$ cat src/rtl/alu_seq_muldiv.sv
// alu_seq_muldiv: valid/ready execution unit. Single-cycle ALU ops and
// WIDTH-cycle iterative multiply/divide that share one result register.
//
// state | meaning
// IDLE  | ready for a new request (in_ready=1)
// BUSY  | iterating a multiply/divide; cnt counts down from WIDTH
// DONE  | result presented (out_valid=1), waiting for out_ready
module alu_seq_muldiv #(
  parameter int WIDTH = 32,
  parameter int SHW   = $clog2(WIDTH)
) (
  input  logic             clk,
  input  logic             rst_n,
  input  logic             flush,
  input  logic             in_valid,
  output logic             in_ready,
  input  logic [4:0]       op,
  input  logic [WIDTH-1:0] src_a,
  input  logic [WIDTH-1:0] src_b,
  output logic             out_valid,
  input  logic             out_ready,
  output logic [WIDTH-1:0] result,
  output logic             zero
);

  localparam int CW = $clog2(WIDTH) + 1;
  localparam logic [WIDTH-1:0] MIN_VAL = {1'b1, {(WIDTH-1){1'b0}}};
  localparam logic [WIDTH-1:0] ONES    = {WIDTH{1'b1}};

  typedef enum logic [1:0] {IDLE, BUSY, DONE} state_t;

  state_t           state;
  logic [CW-1:0]    cnt;
  logic [2:0]       f3;
  logic             neg;
  logic [WIDTH-1:0] opd;
  logic [WIDTH-1:0] hi;
  logic [WIDTH-1:0] lo;

  // single-cycle ALU result from the live operands
  logic [WIDTH-1:0] alu_res;
  logic [SHW-1:0]   shamt;
  logic             lt_s;
  logic             lt_u;

  // M-op operand conditioning and the early-out special cases
  logic             a_sgn, b_sgn, a_neg, b_neg;
  logic [WIDTH-1:0] a_mag, b_mag;
  logic             div_zero, div_ovf;
  logic [WIDTH-1:0] special_res;
  logic             neg_acc;

  // one iteration step and the final signed result
  logic [WIDTH-1:0]   mul_add;
  logic [WIDTH:0]     mul_sum;
  logic [WIDTH:0]     div_shift;
  logic [WIDTH:0]     div_diff;
  logic [WIDTH-1:0]   step_hi, step_lo;
  logic [2*WIDTH-1:0] prod;
  logic [WIDTH-1:0]   quo, rem;
  logic [WIDTH-1:0]   fin_res;

  // ALU operation decode; unused codes fall to zero
  always_comb begin
    shamt   = src_b[SHW-1:0];
    lt_s    = $signed(src_a) < $signed(src_b);
    lt_u    = src_a < src_b;
    alu_res = '0;
    case (op[3:0])
      4'b0000: alu_res = src_a & src_b;
      4'b0001: alu_res = src_a | src_b;
      4'b0010: alu_res = src_a + src_b;
      4'b0011: alu_res = $signed(src_a) >>> shamt;
      4'b0110: alu_res = src_a - src_b;
      4'b0111: alu_res = {{(WIDTH-1){1'b0}}, lt_s};
      4'b1000: alu_res = src_a << shamt;
      4'b1001: alu_res = src_a >> shamt;
      4'b1010: alu_res = src_a ^ src_b;
      4'b1011: alu_res = {{(WIDTH-1){1'b0}}, ~lt_s};
      4'b1100: alu_res = ~(src_a | src_b);
      4'b1101: alu_res = {{(WIDTH-1){1'b0}}, ~lt_u};
      4'b1110: alu_res = {{(WIDTH-1){1'b0}}, src_a == src_b};
      4'b1111: alu_res = {{(WIDTH-1){1'b0}}, lt_u};
      default: alu_res = '0;
    endcase
  end

  // operand signedness, magnitudes and divide special cases at accept
  always_comb begin
    if (op[2]) begin
      a_sgn = ~op[0];
      b_sgn = ~op[0];
    end else begin
      a_sgn = ~(op[1] & op[0]);
      b_sgn = ~op[1];
    end
    a_neg       = a_sgn & src_a[WIDTH-1];
    b_neg       = b_sgn & src_b[WIDTH-1];
    a_mag       = a_neg ? -src_a : src_a;
    b_mag       = b_neg ? -src_b : src_b;
    div_zero    = op[2] && (src_b == '0);
    div_ovf     = op[2] && !op[0] && (src_a == MIN_VAL) && (src_b == ONES);
    special_res = div_zero ? (op[1] ? src_a : ONES) : (op[1] ? '0 : MIN_VAL);
    // remainder takes the dividend sign, everything else the product of signs
    neg_acc     = (op[2] && op[1]) ? a_neg : (a_neg ^ b_neg);
  end

  // shift-add / restoring-divide step; final value uses the step outputs
  always_comb begin
    mul_add   = lo[0] ? opd : '0;
    mul_sum   = {1'b0, hi} + {1'b0, mul_add};
    div_shift = {hi, lo[WIDTH-1]};
    div_diff  = div_shift - {1'b0, opd};
    if (f3[2]) begin
      if (!div_diff[WIDTH]) begin
        step_hi = div_diff[WIDTH-1:0];
        step_lo = {lo[WIDTH-2:0], 1'b1};
      end else begin
        step_hi = div_shift[WIDTH-1:0];
        step_lo = {lo[WIDTH-2:0], 1'b0};
      end
    end else begin
      step_hi = mul_sum[WIDTH:1];
      step_lo = {mul_sum[0], lo[WIDTH-1:1]};
    end
    prod = {step_hi, step_lo};
    if (neg) prod = -prod;
    quo = neg ? -step_lo : step_lo;
    rem = neg ? -step_hi : step_hi;
    case (f3)
      3'b000:                  fin_res = prod[WIDTH-1:0];
      3'b001, 3'b010, 3'b011:  fin_res = prod[2*WIDTH-1:WIDTH];
      3'b100, 3'b101:          fin_res = quo;
      default:                 fin_res = rem;
    endcase
  end

  // control FSM with registered handshake and result outputs
  always_ff @(posedge clk or negedge rst_n) begin
    if (!rst_n) begin
      state     <= IDLE;
      in_ready  <= 1'b1;
      out_valid <= 1'b0;
      result    <= '0;
      zero      <= 1'b1;
      cnt       <= '0;
      f3        <= '0;
      neg       <= 1'b0;
      opd       <= '0;
      hi        <= '0;
      lo        <= '0;
    end else if (flush) begin
      state     <= IDLE;
      in_ready  <= 1'b1;
      out_valid <= 1'b0;
      cnt       <= '0;
    end else begin
      case (state)
        IDLE: begin
          if (in_valid) begin
            in_ready <= 1'b0;
            if (!op[4]) begin
              result    <= alu_res;
              zero      <= (alu_res == '0);
              out_valid <= 1'b1;
              state     <= DONE;
            end else if (div_zero || div_ovf) begin
              result    <= special_res;
              zero      <= (special_res == '0);
              out_valid <= 1'b1;
              state     <= DONE;
            end else begin
              f3    <= op[2:0];
              neg   <= neg_acc;
              opd   <= op[2] ? b_mag : a_mag;
              lo    <= op[2] ? a_mag : b_mag;
              hi    <= '0;
              cnt   <= CW'(WIDTH);
              state <= BUSY;
            end
          end
        end
        BUSY: begin
          hi  <= step_hi;
          lo  <= step_lo;
          cnt <= cnt - CW'(1);
          if (cnt == CW'(1)) begin
            result    <= fin_res;
            zero      <= (fin_res == '0);
            out_valid <= 1'b1;
            state     <= DONE;
          end
        end
        DONE: begin
          if (out_ready) begin
            out_valid <= 1'b0;
            in_ready  <= 1'b1;
            state     <= IDLE;
          end
        end
        default: begin
          state     <= IDLE;
          in_ready  <= 1'b1;
          out_valid <= 1'b0;
        end
      endcase
    end
  end

endmodule

$ cat config.mk
export PLATFORM = sky130hd
export DESIGN_NAME = alu_seq_muldiv
export DESIGN_NICKNAME = d
export VERILOG_FILES = /design/src/rtl/alu_seq_muldiv.sv
export SDC_FILE = /design/constraint.sdc
export NUM_CORES = 1
export LEC_CHECK = 0
export CAP_MARGIN = 20
export CORE_UTILIZATION = 30
export CTS_BUF_LIST = sky130_fd_sc_hd__clkbuf_8
export CTS_CLUSTER_SIZE = 24
export DETAILED_ROUTE_END_ITERATION = 8
export PLACE_DENSITY = 0.45
export SYNTH_ARGS = -nofsm -noshare
export SYNTH_HDL_FRONTEND = slang
export SYNTH_SLANG_ARGS = --single-unit
$ cat constraint.sdc
create_clock -name clk -period 8.43 [get_ports clk]
set_input_delay 1.2645 -clock clk [delete_from_list [all_inputs] [get_ports clk]]
set_output_delay 1.2645 -clock clk [all_outputs]
set_load 0.005 [all_outputs]
Word-level counts from Yosys, hierarchy flattened

Index checks and enable logic that the tools add are counted.

Add/sub/neg operators: 10
Order comparisons: 2
Equal/unequal tests: 36
Shifts and indexed selects: 3
Mux-type cells: 61
Bitwise gates (word level): 15
Reduce and logical (&&, ||, !) cells: 25

Operator list:

| operator                                       | number |
|---|---|
| 32-bit two-way mux                             | 23 |
| 32-bit case mux with 14 select lines           | 1 |
| 32-bit case mux with 2 select lines            | 3 |
| 32-bit zero test                               | 4 |
| 32-bit negator                                 | 4 |
| 32-bit case mux with 3 select lines            | 1 |
| 32-bit equality test, second input constant    | 2 |
| 32-bit < comparator                            | 2 |
| 64-bit two-way mux                             | 1 |
| 64-bit negator                                 | 1 |
| 32-bit by 32-bit adder with 33-bit output      | 1 |
| 33-bit by 32-bit subtractor with 33-bit output | 1 |
| 32-bit adder                                   | 1 |
| 32-bit bitwise AND                             | 1 |
| 32-bit equality test                           | 1 |
| 4-bit equality test, second input constant     | 8 |
| 32-bit NOT                                     | 1 |
| 32-bit bitwise OR                              | 1 |
| 32-bit by 5-bit << shifter with 32-bit output  | 1 |
| 32-bit by 5-bit >> shifter with 32-bit output  | 1 |
| 32-bit by 5-bit >>> shifter with 32-bit output | 1 |
| 32-bit subtractor                              | 1 |
| 32-bit bitwise XOR                             | 1 |
| 6-bit two-way mux                              | 4 |
| 35 further kinds                               | 86 |

Bits in registers: 143
Bits of input ports: 74
Output and inout bits: 35
Logic and storage cells: 163

Depth between registers and ports, before layout

Depth after elaboration: 10
Depth in mapped cells: 28

Worst setup path before layout

OpenSTA, ideal clock, no wires.

Path kind: input port to flip-flop
From: in src_b[2]
To: reg result[29]
Library setup time: 0.121 ns
Arrival time: 6.452 ns
Required time: 8.309 ns
Slack: 1.857 ns
Cell stages on the path: 23
Buffers on the path: 6
Cells stage by stage: inv_1 > buf_1 > buf_1 > clkbuf_1 > buf_1 > ha_1 > clkbuf_1 > o21bai_1 > a21o_1 > a2111oi_0 > o21ai_0 > nand2b_1 > clkbuf_1 > o21ai_0 > a221o_1 > nand2_1 > a32o_1 > nor2_1 > a2111oi_0 > nor4_1 > a311oi_1 > o21ai_0 > a22o_1

Cells in the longest elaborated chain, start to end: 7
Elaborated cells between the ends (all ways): 18
Classes of those cells: add/sub (2); eq/ne (2); shift (3); mux (6); reduce/logical (5)

Ends and longest elaborated chain:

| element                                                                   | RTL line | source |
|---|---|---|
| from (decl)                                                               | 19       | `input logic [WIDTH-1:0] src_b,` |
| parallel branches: the longest is 7 deep, another holds 32-bit subtractor | -        |  |
| to (signal assigned)                                                      | 163      | `result <= alu_res;` |
| to (signal assigned)                                                      | 168      | `result <= special_res;` |
| to (signal assigned)                                                      | 188      | `result <= fin_res;` |
| to (decl)                                                                 | 22       | `output logic [WIDTH-1:0] result,` |

Parallel ways; which one is timed is not known. The select of a mux whose other input is x is not followed.
A chain may end at the register's enable or synchronous reset.

Worst setup path in the final report

From: reg lo[31]
To: reg zero

Cells in the longest elaborated chain, start to end: 9
Elaborated cells between the ends (all ways): 15
Classes of those cells: add/sub (4); mux (10); reduce/logical (1)

Ends and longest elaborated chain:

| element                                                 | RTL line | source |
|---|---|---|
| from (decl)                                             | 38       | `logic [WIDTH-1:0] lo;` |
| from (signal assigned)                                  | 176      | `lo <= op[2] ? a_mag : b_mag;` |
| from (signal assigned)                                  | 185      | `lo <= step_lo;` |
| 33-bit by 32-bit subtractor with 33-bit output          | 113      | `div_diff = div_shift - {1'b0, opd};` |
| 1-bit two-way mux or 32-bit two-way mux (tied branches) | 115      | `if (!div_diff[WIDTH]) begin` |
| 32-bit two-way mux                                      | 114      | `if (f3[2]) begin` |
| 64-bit negator (tied with other cells)                  | 127      | `if (neg) prod = -prod;` |
| 64-bit two-way mux (tied with other cells)              | 127      |  |
| 32-bit case mux with 3 select lines *                   | 130      | `case (f3)` |
| 32-bit zero test *                                      | 189      | `zero <= (fin_res == '0);` |
| 1-bit two-way mux *                                     | 187      | `if (cnt == CW'(1)) begin` |
| 1-bit case mux with 2 select lines *                    | 158      | `case (state)` |
| to (signal assigned)                                    | 164      | `zero <= (alu_res == '0);` |
| to (signal assigned)                                    | 169      | `zero <= (special_res == '0);` |
| to (signal assigned)                                    | 189      |  |
| to (decl)                                               | 23       | `output logic zero` |

Every way passes the cells marked *; elsewhere a longest branch is shown, timed or not. The select of a mux whose other input is x is not followed.

==> flow_summary.yaml <==
run_status:
  status: "finished clean"
synthesis:
  yosys_most_used_dff: "sky130_fd_sc_hd__dfrtp_1"
  asyncSetResetFlopFracSynth_pct: 100
  ys_seq_elements: 143
  ys_seq_area_share_pct: 13.9
  syn_nets: 3874
  synth_area_per_cell_sq_um: 7.11
  synth_area_sq_um: 25800
  synth_cell_types: 114
  synthesis.instances: 3628
  synthesis.yosys.warnings: 0
  synth_enable_flop_cells: 0
sta:
  finalWorstPathRequiredPeriod_ps: 7160
  final_cycle_utilization_of_the_critical_path_pct: 84.9
  relSlewSlack_pct: 25.6
  hold_violations: 0
  layout_setup_ws_ps: 1270
  clock-skew-final_ps: 28.2
  grt_setup_unrepaired: "false"
  timing.final.max_slew_violations: 0
  achievable-frequency_ghz: 0.140
  worst_pin_slew_ps: 1110
  fin_tns_setup_ps: 0
  finalSetupViolCount: 0
global_routing:
  vias_in_the_first_global_route: 27100
  grt_remaining_overflow: 0
  grt_util_all_layers_pct: 29.5
  antenna_found_initial: 4
  grt_pass1_wl_mm: 191
  grt_max_degree: 97
critical_path:
  cp_slowest_cell: "sky130_fd_sc_hd__nor3_1"
  endpoint: "zero"
  worst_setup_path_startpoint: "lo[31]"
  worstRegToRegCells: 26
  number_of_cells_on_the_critical_path: 26
  timing.critical_path.arrival_ps: 7620
  crit-reg2reg-launch: "lo[31]"
  crit_fanout: 8
  r2r_slack_ps: 1270
  timing.critical_path.max_delay_family: "simple AND/OR/NAND/NOR gates"
  timing.critical_path.from_type: "flop"
  critical_path_class: "flop to flop"
  critical_path.endpoint_type: "flop"
  critPathMaxStageDelay_ps: 530
  crit_buf_inv: 2
  r2r_end: "zero"
  critPathRequiredTime_ps: 8890
cells_and_area:
  layout.filler_cells: 9398
  area_occupied_by_multi_input_gates_sq_um: 20600
  syn_to_final_growth_pct: 10.1
  sequential_area_sq_um: 3590
  drive_gt1_share_pct: 9.12
  num-nets-final: 3820
  layout.core_utilization_pct: 33.4
  fin_cells: 4735
cts:
  clock-root-buffer: "sky130_fd_sc_hd__clkbuf_8"
  post_cts.repair.setup_buffers: 0
  post_cts_resized: 0
  tritoncts_clock_tree: "yes"
  cts_max_path_buffers: 2
  clk_pin_slew_worst_paths_ps: 120
  cts_buffers: 17
  cts.sink_count: 143
  clkLatencyLatePin_ps: 520
  htreeDepth: 4
  hold_buffer_count_at_cts: 0
pwr:
  power.density_nw_per_um2: 327
  finalPower_mw: 9.30
  p_leak_nw: 11.2
  worst_ir_drop_vdd_mv: 0.152
detailed_routing:
  total_iterations_of_the_first_detailed_routing_run: 9
  drc: 0
  vias: 29100
  wirelength_mm: 132
  routed_wire_length_per_instance_microns: 27.9
  route.antenna.remaining_nets: 0
  route.detailed.vias_per_inst: 6.14
  drt_iter0_drc: 3183
worst_hold_path:
  min-delay-path-class: "flop to flop"
die:
  fp.dieArea_sq_um: 87200
  floorplan.initialDensity_pct: 30.3
  placeableCoreArea_sq_um: 85100
  die-width_microns: 295
  fp.dieH_microns: 295
  placementRows: 107
  ios: 109
placement:
  hpwl_detailed_mm: 104
  place_worst_setup_slack_ps: 1230
  dpl.cell_count: 4698
  gp_routability_congestion: 0.993
  port-buffer-count: 108
job:
  timing.max_cap.violations: 0
==> where the power goes <==
group	total (mW)	leakage, nW	internal (mW)	switching (mW)
logic	7.33	9.23	2.58	4.76
clock network	0.618	0.208	0.250	0.367
registers	1.35	1.81	0.971	0.375
==> cell usage after synthesis (all sizes together) (57+ instances only) <==
library cell,count,share of area [%]
o21ai,354,6.9
a21oi,296,5.7
clkbuf,222,3.2
nor3,120,2.4
buf,59,1.1
nand3,86,1.8
dfrtp,141,14
nor2,385,5.6
nand2,391,5.7
o211ai,67,2.0
ha,168,8.1
and2,57,1.4
xnor2,114,3.9
mux4,69,6.0
mux2i,79,3.1
inv,159,2.3
==> state kept, by name (all words and copies together), names as in the netlist <==
signal,flops
result,32
lo,32
cnt,6
f3,3
hi,32
zero,1
out_valid,1
opd,32
state,2
in_ready,1
neg,1
==> worst reg2reg max path, stage by stage, from the launching register on <==
cell and delay, ps:
sky130_fd_sc_hd__dfrtp_1 430, sky130_fd_sc_hd__inv_1 90, sky130_fd_sc_hd__ha_1 170, sky130_fd_sc_hd__inv_1 50
sky130_fd_sc_hd__fa_1 400, sky130_fd_sc_hd__a211o_1 290, sky130_fd_sc_hd__a221o_2 440, sky130_fd_sc_hd__o2111ai_4 300
sky130_fd_sc_hd__a211oi_4 180, sky130_fd_sc_hd__nor3_4 250, sky130_fd_sc_hd__nor3_1 110, sky130_fd_sc_hd__a21oi_1 210
sky130_fd_sc_hd__ha_1 270, sky130_fd_sc_hd__nand2_1 60, sky130_fd_sc_hd__or3_1 370, sky130_fd_sc_hd__nor3_1 530
sky130_fd_sc_hd__and3_1 430, sky130_fd_sc_hd__nand2_1 120, sky130_fd_sc_hd__a221oi_1 390, sky130_fd_sc_hd__nand3_1 260
sky130_fd_sc_hd__o31a_1 290, sky130_fd_sc_hd__a311o_1 310, sky130_fd_sc_hd__a211oi_1 320, sky130_fd_sc_hd__nand4_1 150
sky130_fd_sc_hd__nor4_1 330, sky130_fd_sc_hd__nand4_1 220, sky130_fd_sc_hd__nand3_1 130
==> cell usage in the layout (no fill, tap or decap), types with 14 or more instances in the layout <==
cell type and count:
sky130_fd_sc_hd__a22o_1 23, sky130_fd_sc_hd__mux2i_1 79, sky130_fd_sc_hd__ha_1 168, sky130_fd_sc_hd__clkdlybuf4s50_1 100, sky130_fd_sc_hd__nor2b_1 22, sky130_fd_sc_hd__nor2_1 381, sky130_fd_sc_hd__a311oi_1 14, sky130_fd_sc_hd__xor2_1 33
sky130_fd_sc_hd__dfrtp_1 139, sky130_fd_sc_hd__a21o_1 41, sky130_fd_sc_hd__a211oi_1 49, sky130_fd_sc_hd__mux4_2 69, sky130_fd_sc_hd__inv_1 157, sky130_fd_sc_hd__nand2_1 387, sky130_fd_sc_hd__o221ai_1 20, sky130_fd_sc_hd__nor4_1 34
sky130_fd_sc_hd__nand4_1 42, sky130_fd_sc_hd__nand3_1 81, sky130_fd_sc_hd__a31oi_1 48, sky130_fd_sc_hd__o21bai_1 22, sky130_fd_sc_hd__mux2_2 24, sky130_fd_sc_hd__nand2b_1 32, sky130_fd_sc_hd__o31ai_1 30, sky130_fd_sc_hd__and3_1 28
sky130_fd_sc_hd__o22ai_1 29, sky130_fd_sc_hd__o21a_1 22, sky130_fd_sc_hd__a22oi_1 21, sky130_fd_sc_hd__nor3_1 117, sky130_fd_sc_hd__o211ai_1 65, sky130_fd_sc_hd__clkbuf_8 17, sky130_fd_sc_hd__xnor2_1 114, sky130_fd_sc_hd__a221o_1 25
sky130_fd_sc_hd__or3_1 28, sky130_fd_sc_hd__buf_4 101, sky130_fd_sc_hd__a221oi_1 37, sky130_fd_sc_hd__and2_1 54, sky130_fd_sc_hd__o21ai_0 339, sky130_fd_sc_hd__a21oi_1 296
==> cell families after synthesis <==
logic type,count (synthesis),synth area share (%)
AO/OA/AOI/OAI,1250,31.9
XOR/XNOR,147,4.99
adder cells (fa/ha/maj),172,8.46
buffers and inverters,442,6.71
flip-flops,143,13.9
multiplexers,172,10.1
AND/OR/NAND/NOR,1302,24.0
==> stage by stage <==
stage	cell area (sq um)	hold slack (ps)
2_1_floorplan	25800	463
3_3_place_gp	28000	460
3_5_place_dp	28000	469
4_1_cts	28400	497
5_1_grt	28400	517
6_report	28400	490
==> area by class of cell <==
| cell class | instances | area share (%) |
|---|---|---|
| clock inverters | 15 | 0.595 |
| repair buffers | 208 | 6.39 |
| well taps | 1144 | 5.04 |
| multi-input cells | 3043 | 72.4 |
| clock buffers | 17 | 0.824 |
| inverters | 161 | 2.13 |
| flip-flops and latches | 143 | 12.6 |
| diodes | 4 | 0.0352 |
==> layer usage <==
layer | track usage (%) | up-vias | routed length, microns
met2 | 48.4 | 1292 | 60700
met3 | 2.64 | 294 | 7750
met5 | 0 | - | 0
li1 | - | 13400 | -
met4 | 16.7 | 0 | 8180
met1 | 37.9 | 14100 | 55300
==> how the worst min path moves through the flow <==
stage / startpoint / to / slack (ps) / cells past startpoint
final: result[15] / result[15] / 490 / 2
after global routing: result[15] / result[15] / 520 / 2
after CTS: result[15] / result[15] / 500 / 2
after detailed placement: result[15] / result[15] / 470 / 2
after global placement: result[15] / result[15] / 460 / 2
after floorplan: result[15] / result[15] / 460 / 2
Power figures use the tool's default switching activity.
